===== src/rtl/tile_flusher.sv =====
// tile_flusher: streams a finished tile out of the tile BRAM into the shared
// framebuffer write port, with a small credit-managed FIFO absorbing write stalls.
module tile_flusher #(
    parameter int TILE_W     = 20,
    parameter int TILE_H     = 45,
    parameter int FB_W       = 320,
    parameter int FIFO_DEPTH = 4
) (
    input  logic        clk,
    input  logic        rst_n,
    input  logic        start,
    input  logic [8:0]  tile_x_offset,
    input  logic [7:0]  tile_y_offset,
    output logic [9:0]  tile_bram_read_addr,
    input  logic [31:0] tile_bram_read_data,
    output logic [16:0] fb_write_addr,
    output logic [15:0] fb_write_data,
    output logic        fb_write_valid,
    input  logic        fb_write_ready,
    output logic        busy,
    output logic        done
);
    localparam int CW  = $clog2(TILE_W);
    localparam int RW  = $clog2(TILE_H);
    localparam int PW  = $clog2(FIFO_DEPTH);
    localparam int CNW = PW + 1;

    typedef enum logic [1:0] {IDLE, RUN, DRAIN, DONE} state_t;

    state_t          state_q;
    logic [8:0]      x_off_q;
    logic [7:0]      y_off_q;
    logic [CW-1:0]   col_q, col1_q, col2_q;
    logic [RW-1:0]   row_q, row1_q, row2_q;
    logic [9:0]      rd_addr_q;
    logic            v1_q, v2_q, busy_q, done_q;
    logic [32:0]     fifo_q [FIFO_DEPTH];
    logic [PW-1:0]   wp_q, rp_q;
    logic [CNW-1:0]  cnt_q;
    logic            issue, pop, last, drained;
    logic [16:0]     fb_addr;
    logic            unused_depth;

    // Credit uses registered occupancy only, so a same-cycle pop never frees a slot early.
    assign issue   = state_q == RUN && (cnt_q + CNW'(v1_q) + CNW'(v2_q)) < CNW'(FIFO_DEPTH);
    assign pop     = fb_write_valid && fb_write_ready;
    assign last    = col_q == CW'(TILE_W - 1) && row_q == RW'(TILE_H - 1);
    assign drained = !v1_q && !v2_q && (cnt_q == CNW'(0) || (cnt_q == CNW'(1) && pop));
    assign fb_addr = (17'(y_off_q) + 17'(row2_q)) * 17'(FB_W) + 17'(x_off_q) + 17'(col2_q);

    always_ff @(posedge clk) begin
        if (!rst_n) begin
            state_q   <= IDLE;
            x_off_q   <= '0;
            y_off_q   <= '0;
            col_q     <= '0;
            row_q     <= '0;
            col1_q    <= '0;
            row1_q    <= '0;
            col2_q    <= '0;
            row2_q    <= '0;
            rd_addr_q <= '0;
            v1_q      <= 1'b0;
            v2_q      <= 1'b0;
            busy_q    <= 1'b0;
            done_q    <= 1'b0;
            wp_q      <= '0;
            rp_q      <= '0;
            cnt_q     <= '0;
            for (int i = 0; i < FIFO_DEPTH; i++) fifo_q[i] <= '0;
        end else begin
            case (state_q)
                IDLE: if (start) begin
                    x_off_q   <= tile_x_offset;
                    y_off_q   <= tile_y_offset;
                    col_q     <= '0;
                    row_q     <= '0;
                    rd_addr_q <= '0;
                    busy_q    <= 1'b1;
                    state_q   <= RUN;
                end
                RUN: if (issue) begin
                    if (last) state_q <= DRAIN;
                    else begin
                        rd_addr_q <= rd_addr_q + 10'd1;
                        col_q     <= col_q == CW'(TILE_W - 1) ? '0 : col_q + CW'(1);
                        row_q     <= col_q == CW'(TILE_W - 1) ? row_q + RW'(1) : row_q;
                    end
                end
                DRAIN: if (drained) begin
                    busy_q  <= 1'b0;
                    done_q  <= 1'b1;
                    state_q <= DONE;
                end
                DONE: begin
                    done_q  <= 1'b0;
                    state_q <= IDLE;
                end
            endcase
            // Position rides with the read so the returning word knows where it lands.
            v1_q   <= issue;
            col1_q <= col_q;
            row1_q <= row_q;
            v2_q   <= v1_q;
            col2_q <= col1_q;
            row2_q <= row1_q;
            if (v2_q) begin
                fifo_q[wp_q] <= {fb_addr, tile_bram_read_data[15:0]};
                wp_q         <= wp_q + PW'(1);
            end
            if (pop) rp_q <= rp_q + PW'(1);
            cnt_q <= cnt_q + CNW'(v2_q) - CNW'(pop);
        end
    end

    assign tile_bram_read_addr = rd_addr_q;
    assign fb_write_addr       = fifo_q[rp_q][32:16];
    assign fb_write_data       = fifo_q[rp_q][15:0];
    assign fb_write_valid      = cnt_q != '0;
    assign busy                = busy_q;
    assign done                = done_q;
    assign unused_depth        = ^tile_bram_read_data[31:16];
endmodule


===== config.mk =====
export PLATFORM = sky130hd
export DESIGN_NAME = tile_flusher
export DESIGN_NICKNAME = d
export VERILOG_FILES = /design/src/rtl/tile_flusher.sv
export SDC_FILE = /design/constraint.sdc
export NUM_CORES = 1
export LEC_CHECK = 0
export CAP_MARGIN = 20
export CORE_ASPECT_RATIO = 1.1
export CORE_MARGIN = 2
export CORE_UTILIZATION = 57
export DETAILED_ROUTE_END_ITERATION = 8
export PLACE_DENSITY = 0.9
export SLEW_MARGIN = 20
export SYNTH_ARGS = -nofsm -noshare
export SYNTH_HDL_FRONTEND = slang
export SYNTH_SLANG_ARGS = --single-unit

===== constraint.sdc =====
create_clock -name clk -period 4.21 [get_ports clk]
set_input_delay 0.842 -clock clk [delete_from_list [all_inputs] [get_ports clk]]
set_output_delay 0.842 -clock clk [all_outputs]
set_load 0.02 [all_outputs]

==> summary.txt <==
Synthesis
  • Area leader, netlist: edfxtp_1
  • Flops & latches, synth: 207
  • Synth cell types: 58
  • Main flop type after synthesis: edfxtp_1
  • Cell with the most instances after synthesis: edfxtp_1
  • EDFF count, synth: 132
  • Register area share after synthesis: 56.5%
  • Cell count after synthesis: 799
  • Dominant cells by area after synthesis: edfxtp_1 41%, dfxtp_1 16%, mux4_2 7.7%
  • Syn_nets: 894
  • Post-synth top area share: 41.0%
  • Mean post-synth cell area: 12.1 um2
  • Post-synth top cells: 132 x edfxtp_1, 92 x and2_1, 80 x nor2_1
  • Asr flop ratio synth: 0%
  • Warnings from Yosys: 0
  • Syn Std Cell Area: 9680 um2

Final layout
  • Fillers: 1116
  • Synth-to-Final Area Change: 17.8%
  • Area of the multi-input gates: 3980 um2
  • Register area: 5470 um2
  • Layout Nets: 974
  • Share of cells above drive strength 1: 10.4%
  • # diodes: 0

Worst setup path
  • Critical Path Source Type: flop
  • Critical Path AT: 4.19 ns
  • Crit Path Class: flop to flop
  • CP Capture Type: flop
  • Worst r2r src: y_off_q[0]
  • Reg-to-reg endpoint: fifo_q[1][32]
  • Crit. Startpoint: y_off_q[0]
  • Worst R2R Setup Slack: 0.24 ns
  • WP data required: 4.43 ns
  • R2R cell count: 16
  • CP Max Fanout: 4

Routing
  • DRC violation total after the first TritonRoute iteration: 352
  • WL per Instance: 17.2 um
  • DR pass1 iterations: 4
  • Top Layer Used: met4
  • Via density: 5.69
  • Drt drc: 0
  • Met3 routed WL: 875 um
  • M1 WL: 7720 um
  • Post-DRT Antenna Nets: 0
  • WL met2: 9860 um
  • Final WL: 18900 um
  • Via count: 6232

Global routing
  • Number of global-route vias before repair: 6441
  • Largest net degree at the start of global routing: 72
  • All-Layer GR Usage: 21.1%
  • Initial antenna violation count: 0
  • Grt total ovfl: 0
  • First-pass GRT wire length: 30500 um

STA
  • Final worst clock skew: 0.0111 ns
  • Worst slew margin: 39.5%
  • Final Slew Violations: 0
  • Min Tclk post-route: 3.97 ns
  • Final setup violation count: 0
  • RSZ-0062 raised after global routing: no
  • Fmax: 0.252 GHz
  • Final hold vios: 0
  • Final Cycle Share: 94.2%
  • Tightest Pin Transition: 0.904 ns
  • Setup TNS: 0 ns

Clock network
  • Reg clk slew, reported paths: 0.06 ns
  • Root Driver: clkbuf_16
  • Clock buffer depth: 3
  • Htree depth: 1
  • CTS Hold Bufs: 0
  • Clock Sinks: 207
  • CTS buffer count: 21
  • Clk_lat worst skew: 0.50 ns
  • CTS tree: yes

Hold path
  • Min-Delay Endpoint: col2_q[1]
  • Worst hold start: col1_q[1]
  • Hold-critical path depth: 1
  • Worst hold path class: flop to flop

Die
  • Die area: 18000 um2
  • Die X: 128 um
  • Core region area: 16500 um2
  • I/O Pins: 99
  • Initial Util: 58.7%
  • Cell Rows: 49
  • Chip height: 141 um

Power
  • Power Density: 513 nW/um2
  • Total power: 5.85 mW
  • LEAKAGE: 4.38 nW
  • Peak supply drop: 0.000292 V

Placement
  • Final HPWL DP: 12100 um
  • RePlAce Congestion: 0.805
  • Port Buffers: 82

Job
  • Max Cap Viol: 0

Outcome
  • Status: complete, no violations
[power breakdown]
group	switching, mW	total [mW]	internal [mW]
logic	0.837	1.59	0.750
clock network	0.735	1.83	1.10
registers	0.127	2.44	2.31
total	1.70	5.85	4.15
[cells by family after synthesis]
logic type / share of synthesized area, %
mux: 8.05
buf+inv: 2.47
fa+ha+maj: 5.74
flops: 56.5
xor+xnor: 3.67
simple gates: 17.0
compound gates: 6.63
[per-stage QoR]
step | hold WS [ns] | utilization, % | area [um2] | cells | setup slack (ns)
final | 0.431 | 69.1 | 11400 | 1096 | 0.243
after global routing | 0.450 | 69.1 | 11400 | 1096 | 0.0310
after CTS | 0.432 | 69.1 | 11400 | 1095 | 0.131
after detailed placement | 0.417 | 65.0 | 10700 | 1059 | 0.161
after global placement | 0.415 | 65.0 | 10700 | 1059 | 0.257
after floorplan | 0.412 | - | 9680 | 799 | 0.486
[flip-flops by register name, indices dropped and copies added (netlist names), 3 cells and up, named ones only]
| name | flops |
|---|---|
| row1_q | 6 |
| col_q | 5 |
| col1_q | 5 |
| col2_q | 5 |
| cnt_q | 3 |
| row2_q | 6 |
| x_off_q | 9 |
| fifo_q | 132 |
| y_off_q | 8 |
| tile_bram_read_addr | 10 |
| row_q | 6 |
[worst max-delay path by stage]
stage / end / slack, ns / depth (start not counted)
after floorplan: fifo_q[0][32] / 0.49 / 15
after global placement: fifo_q[1][32] / 0.26 / 15
after detailed placement: fifo_q[2][32] / 0.16 / 15
after CTS: fifo_q[2][32] / 0.13 / 15
after global routing: fifo_q[1][32] / 0.03 / 15
final: fifo_q[1][32] / 0.24 / 16
[cell type report]
cell class                 count  share of cell area (%)
timing repair buffer          95                    8.23
clock buffer                  24                    4.71
clock inverter                12                    1.20
inverter                      23                   0.757
multi-input combinational    531                    34.9
sequential                   207                    47.9
tap                          204                    2.24
[placed cells by master, fill, tap and decap left out, types with 4 or more instances in the layout]
cell and instances:
dfxtp_1 74, xor2_1 19, nand2_1 60, ha_1 38, nand4_1 9, fa_1 4, and2_1 92, nand3_1 9
o21a_1 6, and3_1 23, nor2_1 80, a21boi_0 19, nor2b_1 9, a21o_1 4, nand2b_1 7, mux4_2 33
nor3_1 6, clkinv_1 5, o21ai_0 21, or3_1 4, edfxtp_1 132, clkdlybuf4s50_1 81, buf_4 11, a21oi_1 20
clkbuf_16 21, xnor2_1 19, inv_1 23
[critical path, cell delays in order (launching register included)]
cell and delay (ns):
dfxtp_1 0.31, ha_1 0.23, fa_1 0.43, a211oi_2 0.25, o21bai_1 0.12, a21oi_1 0.18
xnor2_1 0.16, ha_1 0.27, ha_1 0.34, o21ai_0 0.11, nor2_1 0.08, nor2_1 0.23
nand4b_1 0.18, or3_1 0.40, o211ai_1 0.19, buf_4 0.16, a21oi_1 0.06
[per-layer routing]
layer	vias up	track usage [%]
met5	-	0
met4	0	7.29
met3	35	2.69
met2	164	39.0
met1	3037	25.4
li1	2996	-
[timing repair]
| action | 4_1_cts | 5_1_grt |
|---|---|---|
| gates resized for setup | 0 | 1 |
| setup endpoints to repair | 0 | 8 |
| endpoints found under the hold margin | 0 | 0 |
| buffers inserted | 0 | 1 |
(Power assumes the default switching activity.)
